`src/rtl/sub_sub_add_pkg.sv`:
```
// Shared constants and helpers for the pipelined c - a - b datapath.
// Imported by the lane unit and the pipeline top.
package sub_sub_add_pkg;

    localparam logic SSA_MODE_WRAP = 1'b0;
    localparam logic SSA_MODE_SAT  = 1'b1;

    // Two extra bits hold c - a - b exactly: range is -(2^(W+1)-2) .. 2^W-1
    function automatic int ssa_ext_w(input int w);
        return w + 2;
    endfunction

endpackage

```
`src/rtl/sub_sub_add_lane.sv`:
```
// One lane of c - a - b on zero-extended operands.
// Wraps modulo 2^W or clamps negatives to zero.
module sub_sub_add_lane
    import sub_sub_add_pkg::*;
#(
    parameter int W = 8,
    localparam int XW = ssa_ext_w(W)
) (
    input  logic [XW-1:0] a,
    input  logic [XW-1:0] b,
    input  logic [XW-1:0] c,
    input  logic          mode,
    output logic [W-1:0]  result,
    output logic          clip
);

    logic signed [XW-1:0] exact;

    assign exact  = c - a - b;
    assign clip   = exact[XW-1];
    assign result = (mode == SSA_MODE_SAT && clip) ? '0
                                                    : exact[W-1:0];

endmodule

```
`src/rtl/sub_sub_add_pipe.sv`:
```
// Two-stage, multi-lane c - a - b with wrap/saturate mode and a
// shared valid/ready handshake; full throughput under backpressure.
module sub_sub_add_pipe
    import sub_sub_add_pkg::*;
#(
    parameter int W     = 8,
    parameter int LANES = 1
) (
    input  logic               clk,
    input  logic               rst_n,
    input  logic               in_valid,
    output logic               in_ready,
    input  logic [W*LANES-1:0] num1,
    input  logic [W*LANES-1:0] num2,
    input  logic [W*LANES-1:0] num3,
    input  logic               sat_mode,
    output logic               out_valid,
    input  logic               out_ready,
    output logic [W*LANES-1:0] result,
    output logic [LANES-1:0]   clip
);

    localparam int XW = ssa_ext_w(W);

    logic                      s1_v;
    logic [LANES-1:0][XW-1:0]  s1_a;
    logic [LANES-1:0][XW-1:0]  s1_b;
    logic [LANES-1:0][XW-1:0]  s1_c;
    logic                      s1_mode;

    logic [W*LANES-1:0]        lane_res;
    logic [LANES-1:0]          lane_clip;

    logic in_acc;
    logic s1_adv;
    logic s2_adv;

    assign in_ready = !s1_v || !out_valid || out_ready;
    assign in_acc   = in_valid && in_ready;
    assign s1_adv   = s1_v && (!out_valid || out_ready);
    assign s2_adv   = out_valid && out_ready;

    for (genvar i = 0; i < LANES; i++) begin : g_lane
        sub_sub_add_lane #(.W(W)) u_lane (
            .a      (s1_a[i]),
            .b      (s1_b[i]),
            .c      (s1_c[i]),
            .mode   (s1_mode),
            .result (lane_res[i*W +: W]),
            .clip   (lane_clip[i])
        );
    end

    // Data registers only load on a handshake so idle lanes do not toggle
    always_ff @(posedge clk) begin
        if (!rst_n) begin
            s1_v      <= 1'b0;
            s1_a      <= '0;
            s1_b      <= '0;
            s1_c      <= '0;
            s1_mode   <= SSA_MODE_WRAP;
            out_valid <= 1'b0;
            result    <= '0;
            clip      <= '0;
        end else begin
            if (in_acc) begin
                for (int i = 0; i < LANES; i++) begin
                    s1_a[i] <= XW'(num1[i*W +: W]);
                    s1_b[i] <= XW'(num2[i*W +: W]);
                    s1_c[i] <= XW'(num3[i*W +: W]);
                end
                s1_mode <= sat_mode;
                s1_v    <= 1'b1;
            end else if (s1_adv) begin
                s1_v <= 1'b0;
            end

            if (s1_adv) begin
                out_valid <= 1'b1;
                result    <= lane_res;
                clip      <= lane_clip;
            end else if (s2_adv) begin
                out_valid <= 1'b0;
            end
        end
    end

endmodule
```
`config.mk`:
```
export PLATFORM = sky130hd
export DESIGN_NAME = sub_sub_add_pipe
export DESIGN_NICKNAME = d
export VERILOG_FILES = /design/src/rtl/sub_sub_add_pkg.sv /design/src/rtl/sub_sub_add_lane.sv /design/src/rtl/sub_sub_add_pipe.sv
export SDC_FILE = /design/constraint.sdc
export NUM_CORES = 1
export LEC_CHECK = 0
export CAP_MARGIN = 20
export CORE_MARGIN = 2
export CORE_UTILIZATION = 55
export DETAILED_ROUTE_END_ITERATION = 8
export PLACE_DENSITY = 0.89
export RECOVER_POWER = 50
export SYNTH_ARGS = -nofsm -noshare
export SYNTH_HDL_FRONTEND = slang
export SYNTH_SLANG_ARGS = --single-unit
```
`constraint.sdc`:
```
create_clock -name clk -period 7.34 [get_ports clk]
set_input_delay 0.734 -clock clk [delete_from_list [all_inputs] [get_ports clk]]
set_output_delay 0.734 -clock clk [all_outputs]
set_load 0.01 [all_outputs]
```
* Word level (Yosys, flattened, before mapping) *
Cells that the tools add are included.
Widths: inputs -> output; s select.

word-level totals
  word-level logic and storage cells = 26
  output and inout bits = 11
  bits in registers = 36
  input port bits = 29

cells by class
  reduce and logical (&&, ||, !) cells = 11
  mux-type cells = 5
  $add $sub $neg = 2

operators with widths
  operator           count
  $sub 10x8->10      1
  $sub 8x8->9        1
  $mux 8             1
  $logic_and 1x1->1  4
  $mux 1             4
  $reduce_bool 2->1  2
  $logic_or 1x1->1   3
  $logic_not 1->1    2

* Depth between registers and ports, before layout *
  depth in word-level cells = 5
  gate-level depth with buffers = 13

* Hierarchy *
Synthesis repeated with hierarchy kept, for this count alone.

unflattened totals
  cell total of the unflattened synthesis = 246
  area, all modules = 2180.8 sq um

modules (own cells, without submodules)
  module            times used  seq. area each (sq um)  area an instance (sq um)  cells each
  sub_sub_add_pipe  1           720.7                   1471.4                    160
  sub_sub_add_lane  1           0.0                     709.4                     86

* Least setup slack after synthesis *
Ideal clock, no wire load.

  kind = flip-flop to flip-flop
  start point = reg s1_c[0] in the netlist's numbering
  end point = reg result[2]
  setup slack = 4468 ps
  required time = 7223 ps
  period minus slack after synthesis = 2872 ps
  cell stages (with the launch flop) = 14
  path buffers = 0
  arrival = 2755 ps
  path through = dfxtp_1 inv_1 ha_1 fa_1 inv_1 a21o_1 a21oi_1 xnor2_1 ha_1 a21o_1 a2111o_1 o21ai_2 a221oi_4 a32o_1

on the way
  word-level cells in the longest chain between the ends = 4

RTL lines
  item                              RTL line                text
  start: declaration                sub_sub_add_pipe.sv:28  logic [LANES-1:0][XW-1:0] s1_c;
  start signal: indexed assignment  sub_sub_add_pipe.sv:70  s1_c[i] <= XW'(num3[i*W +: W]);
  $sub 8x8->9 *                     sub_sub_add_lane.sv:19  assign exact = c - a - b;
  $sub 10x8->10 *                   sub_sub_add_lane.sv:19
  $logic_and 1x1->1                 sub_sub_add_lane.sv:21  assign result = (mode == SSA_MODE_SAT && clip) ? '0
  $mux 8 *                          sub_sub_add_lane.sv:21
  end signal: assignment            sub_sub_add_pipe.sv:80  result <= lane_res;
  end: declaration                  sub_sub_add_pipe.sv:19  output logic [W*LANES-1:0] result,

Every way passes the cells marked *; elsewhere a longest branch is shown, timed or not.
A chain may end at the register's enable or synchronous reset.

* Worst setup path after layout *
  start point = reg s1_a[1] in the netlist's numbering
  end point = reg result[2]

on the way
  word-level cells in the longest chain between the ends = 4

RTL lines
  item                              RTL line                text
  start: declaration                sub_sub_add_pipe.sv:26  logic [LANES-1:0][XW-1:0] s1_a;
  start signal: indexed assignment  sub_sub_add_pipe.sv:68  s1_a[i] <= XW'(num1[i*W +: W]);
  $sub 8x8->9 *                     sub_sub_add_lane.sv:19
  $sub 10x8->10 *                   sub_sub_add_lane.sv:19
  $logic_and 1x1->1                 sub_sub_add_lane.sv:21
  $mux 8 *                          sub_sub_add_lane.sv:21

Marked as above.

==> impl_metrics.toml <==
[clock_tree]
maximum_level_of_the_cts_h_tree = 2
cts_inserted_buffers = 5
post-cts-setup-buffers = 0
clockBufferDepth = 2
clock_tree.root_cell = "sky130_fd_sc_hd__clkbuf_4"
clock_tree_from_tritoncts = "yes"
cts-resized-gates = 0
clkLatencyLatePin_ns = 0.34
cts-hold-fix-buffers = 0
path_clk_slew_ns = 0.11
tritoncts_num_sinks = 36

[setup_path]
critPathMaxFanout = 8
critical_path_buf_inv_count = 1
critical-path-slowest-cell = "sky130_fd_sc_hd__a221oi_4"
worst_path_most_repeated_cell = "sky130_fd_sc_hd__ha_1"
critical_path_startpoint_category = "register"
worstSetupPathType = "reg2reg"
cp_data_arrival_time_ns = 3.42
kind_of_cell_adding_the_most_delay_to_the_critical_path = "compound AO/OA/AOI/OAI gates"
worst_ep_required_time_ns = 7.63
path_cells = "inv_1, ha_1, nor2b_1, o21ai_0, a21oi_1, o41ai_1, xnor2_1, ha_1, o211ai_1, a22oi_1, o21ai_2, a221oi_4, a32o_1"
crit_path_end_kind = "register"
timing.critical_path.slowest_cell_delay_ns = 0.41

[synth]
synth_area_um2 = 1940
post_synthesis_cells = 239
synth_largest_type_area_fraction = 0.372
synth_most_common_cell = "sky130_fd_sc_hd__nand2_1"
synthTopCellsByArea = "sky130_fd_sc_hd__dfxtp_1 37%, sky130_fd_sc_hd__nand2_1 10%, sky130_fd_sc_hd__ha_1 10%, sky130_fd_sc_hd__a21oi_1 9.0%, sky130_fd_sc_hd__inv_1 4.3%"
synth_commonest_cells = "54 x sky130_fd_sc_hd__nand2_1, 36 x sky130_fd_sc_hd__dfxtp_1, 35 x sky130_fd_sc_hd__a21oi_1"
ys.flop_type = "sky130_fd_sc_hd__dfxtp_1"
synth_edf_count = 0
postSynth.asyncResetShare = 0
mappedNetlistNets = 286
ys_seq_area_frac = 0.372
synthesis.yosys.warnings = 0
synth_area_per_cell_um2 = 8.10
synth_seq_cells = 36
synth.lib_cells_used.distinct = 31
most_area_hungry_cell_type_in_the_yosys_netlist = "sky130_fd_sc_hd__dfxtp_1"

[power_and_ir_drop]
cellPowerDensity_nw_per_um2 = 215
vdd.ir_drop.worst_uv = 117
static-leakage-power_nw = 0.997
power_uw = 519

[drt]
drt_wl_total_mm = 4.03
detail_route.iter0.violations = 94
via_per_inst = 5.21
route.vias.total = 1693
route.detailed.drc = 0
routed_wire_length_per_instance_um = 12.4
ant_nets = 0
initial_drt_pass_iterations = 4

[timing]
max_freq_mhz = 319
maxSlewViolCount = 0
layout_min_cycle_time_ns = 3.13
setup-violations-final = 0
worst_clock_skew_ns = 0.00276
timing.final.hold_violations = 0
grt_setup_unrepaired = "no"
worstMarginPinSlew_ns = 1.22
totalNegativeSetupSlack_ns = 0
post-route-period-util = 0.427
timing.slew.headroom = 0.189

[placement]
globalplace.congestion = 0.811
buffer_ports.inserted = 39
dp.final_hpwl_mm = 3.16

[global_route]
grt_pass1_wl_mm = 6.84
globalRouteMet1Util = 0.238
via_count_of_the_first_global_routing_pass = 1599
global_route.overflow_total = 0
grt_start_max_net_pins = 30
grt_busiest_layer = "met2"
grt_use_total = 0.217
groute.layer.met3.usage = 0.0607
antenna_found_initial = 0
grtUsageMet2 = 0.400

[cells_and_area]
num-nets-final = 325
diodes = 0
count_of_filler_cells_inserted_in_the_layout = 293
syn_to_final_growth_pct = 24.8
drive_gt1_frac = 0.0645

[floorplan]
ioPinCount = 40
dieWidth_um = 63.3
floorplan.initialDensity = 0.576
rows = 21
die_ar_um2 = 4010
placeable_area_um2 = 3360
fp.dieH_um = 63.3

[status]
status = "finished, final reports clean"

[min_path]
min_path_type = "reg2reg"

[run]
number_of_violations_of_the_max_capacitance_limit = 0
==> stage by stage <==
step | cells | setup WS, ns | hold slack (ns) | instance area [um2] | utilization
2_1_floorplan | 239 | 4.47 | 0.436 | 1940 | -
3_3_place_gp | 317 | 4.36 | 0.444 | 2360 | 0.701
3_5_place_dp | 317 | 4.24 | 0.448 | 2360 | 0.701
4_1_cts | 325 | 4.20 | 0.463 | 2420 | 0.719
5_1_grt | 325 | 3.98 | 0.480 | 2420 | 0.718
6_report | 325 | 4.21 | 0.461 | 2420 | 0.718
==> routing by layer <==
layer / share of wire / wire, um
met5: 0 / 0
met4: 0.013 / 51
met3: 0.053 / 214
met2: 0.51 / 2070
met1: 0.42 / 1690
==> tightest hold or removal path, delay by kind of cell, from the launching register on <==
family          cells  cell delay, ns
compound gates      1            0.05
flops               1            0.32
simple gates        1            0.05
==> final timing paths <==
path,from,end,slack [ns],cells after the start
worst min register to register,s1_a[7]$_SDFFE_PN0P_,s1_a[7]$_SDFFE_PN0P_,0.46,2
worst min-delay path,s1_a[7]$_SDFFE_PN0P_,s1_a[7]$_SDFFE_PN0P_,0.46,2
worst max-delay path,s1_a[1]$_SDFFE_PN0P_,result[2]$_SDFFE_PN0P_,4.21,13
worst max register to register,s1_a[1]$_SDFFE_PN0P_,result[2]$_SDFFE_PN0P_,4.21,13
==> cell usage in the layout, fill, tap and decap left out, types with 2 or more instances in the layout <==
cell,instances
sky130_fd_sc_hd__dlygate4sd3_1,12
sky130_fd_sc_hd__a22o_2,6
sky130_fd_sc_hd__inv_1,22
sky130_fd_sc_hd__clkinv_2,2
sky130_fd_sc_hd__nand2_1,54
sky130_fd_sc_hd__nor2_1,13
sky130_fd_sc_hd__a21oi_1,35
sky130_fd_sc_hd__ha_1,16
sky130_fd_sc_hd__fa_1,2
sky130_fd_sc_hd__nor2b_1,5
sky130_fd_sc_hd__xnor2_1,9
sky130_fd_sc_hd__clkdlybuf4s50_1,27
sky130_fd_sc_hd__o211ai_1,2
sky130_fd_sc_hd__and2_1,2
sky130_fd_sc_hd__o21ai_0,6
sky130_fd_sc_hd__a32o_1,2
sky130_fd_sc_hd__a21o_1,2
sky130_fd_sc_hd__nand2b_1,6
sky130_fd_sc_hd__dfxtp_1,36
sky130_fd_sc_hd__clkbuf_4,5
sky130_fd_sc_hd__o41ai_1,2
==> layout make-up <==
type                       count  area, um2  area share
clock inverter                 2       10.0     0.00414
multi-input combinational    173       1100       0.455
clock buffer                   6       51.3      0.0212
inverter                      22       82.6      0.0342
sequential                    36        721       0.298
timing repair buffer          40        394       0.163
tap                           46       57.6      0.0238
==> flip-flops by register name, indices dropped and copies added, names as in the netlist <==
name       count
clip           1
result         8
s1_b           8
s1_v           1
out_valid      1
s1_mode        1
s1_a           8
s1_c           8
==> logic make-up after synthesis <==
family / count (synthesis) / share of synthesized area
buffers and inverters: 30 / 0.0595
AO/OA/AOI/OAI: 63 / 0.222
adder cells (fa/ha/maj): 18 / 0.124
XOR/XNOR: 9 / 0.0407
flip-flops: 36 / 0.372
AND/OR/NAND/NOR: 83 / 0.181
==> power by group <==
group | switching [mW] | internal, mW
clock | 0.0654 | 0.0456
combinational | 0.0960 | 0.0938
sequential | 0.00874 | 0.210
(Power assumes the default switching activity.)
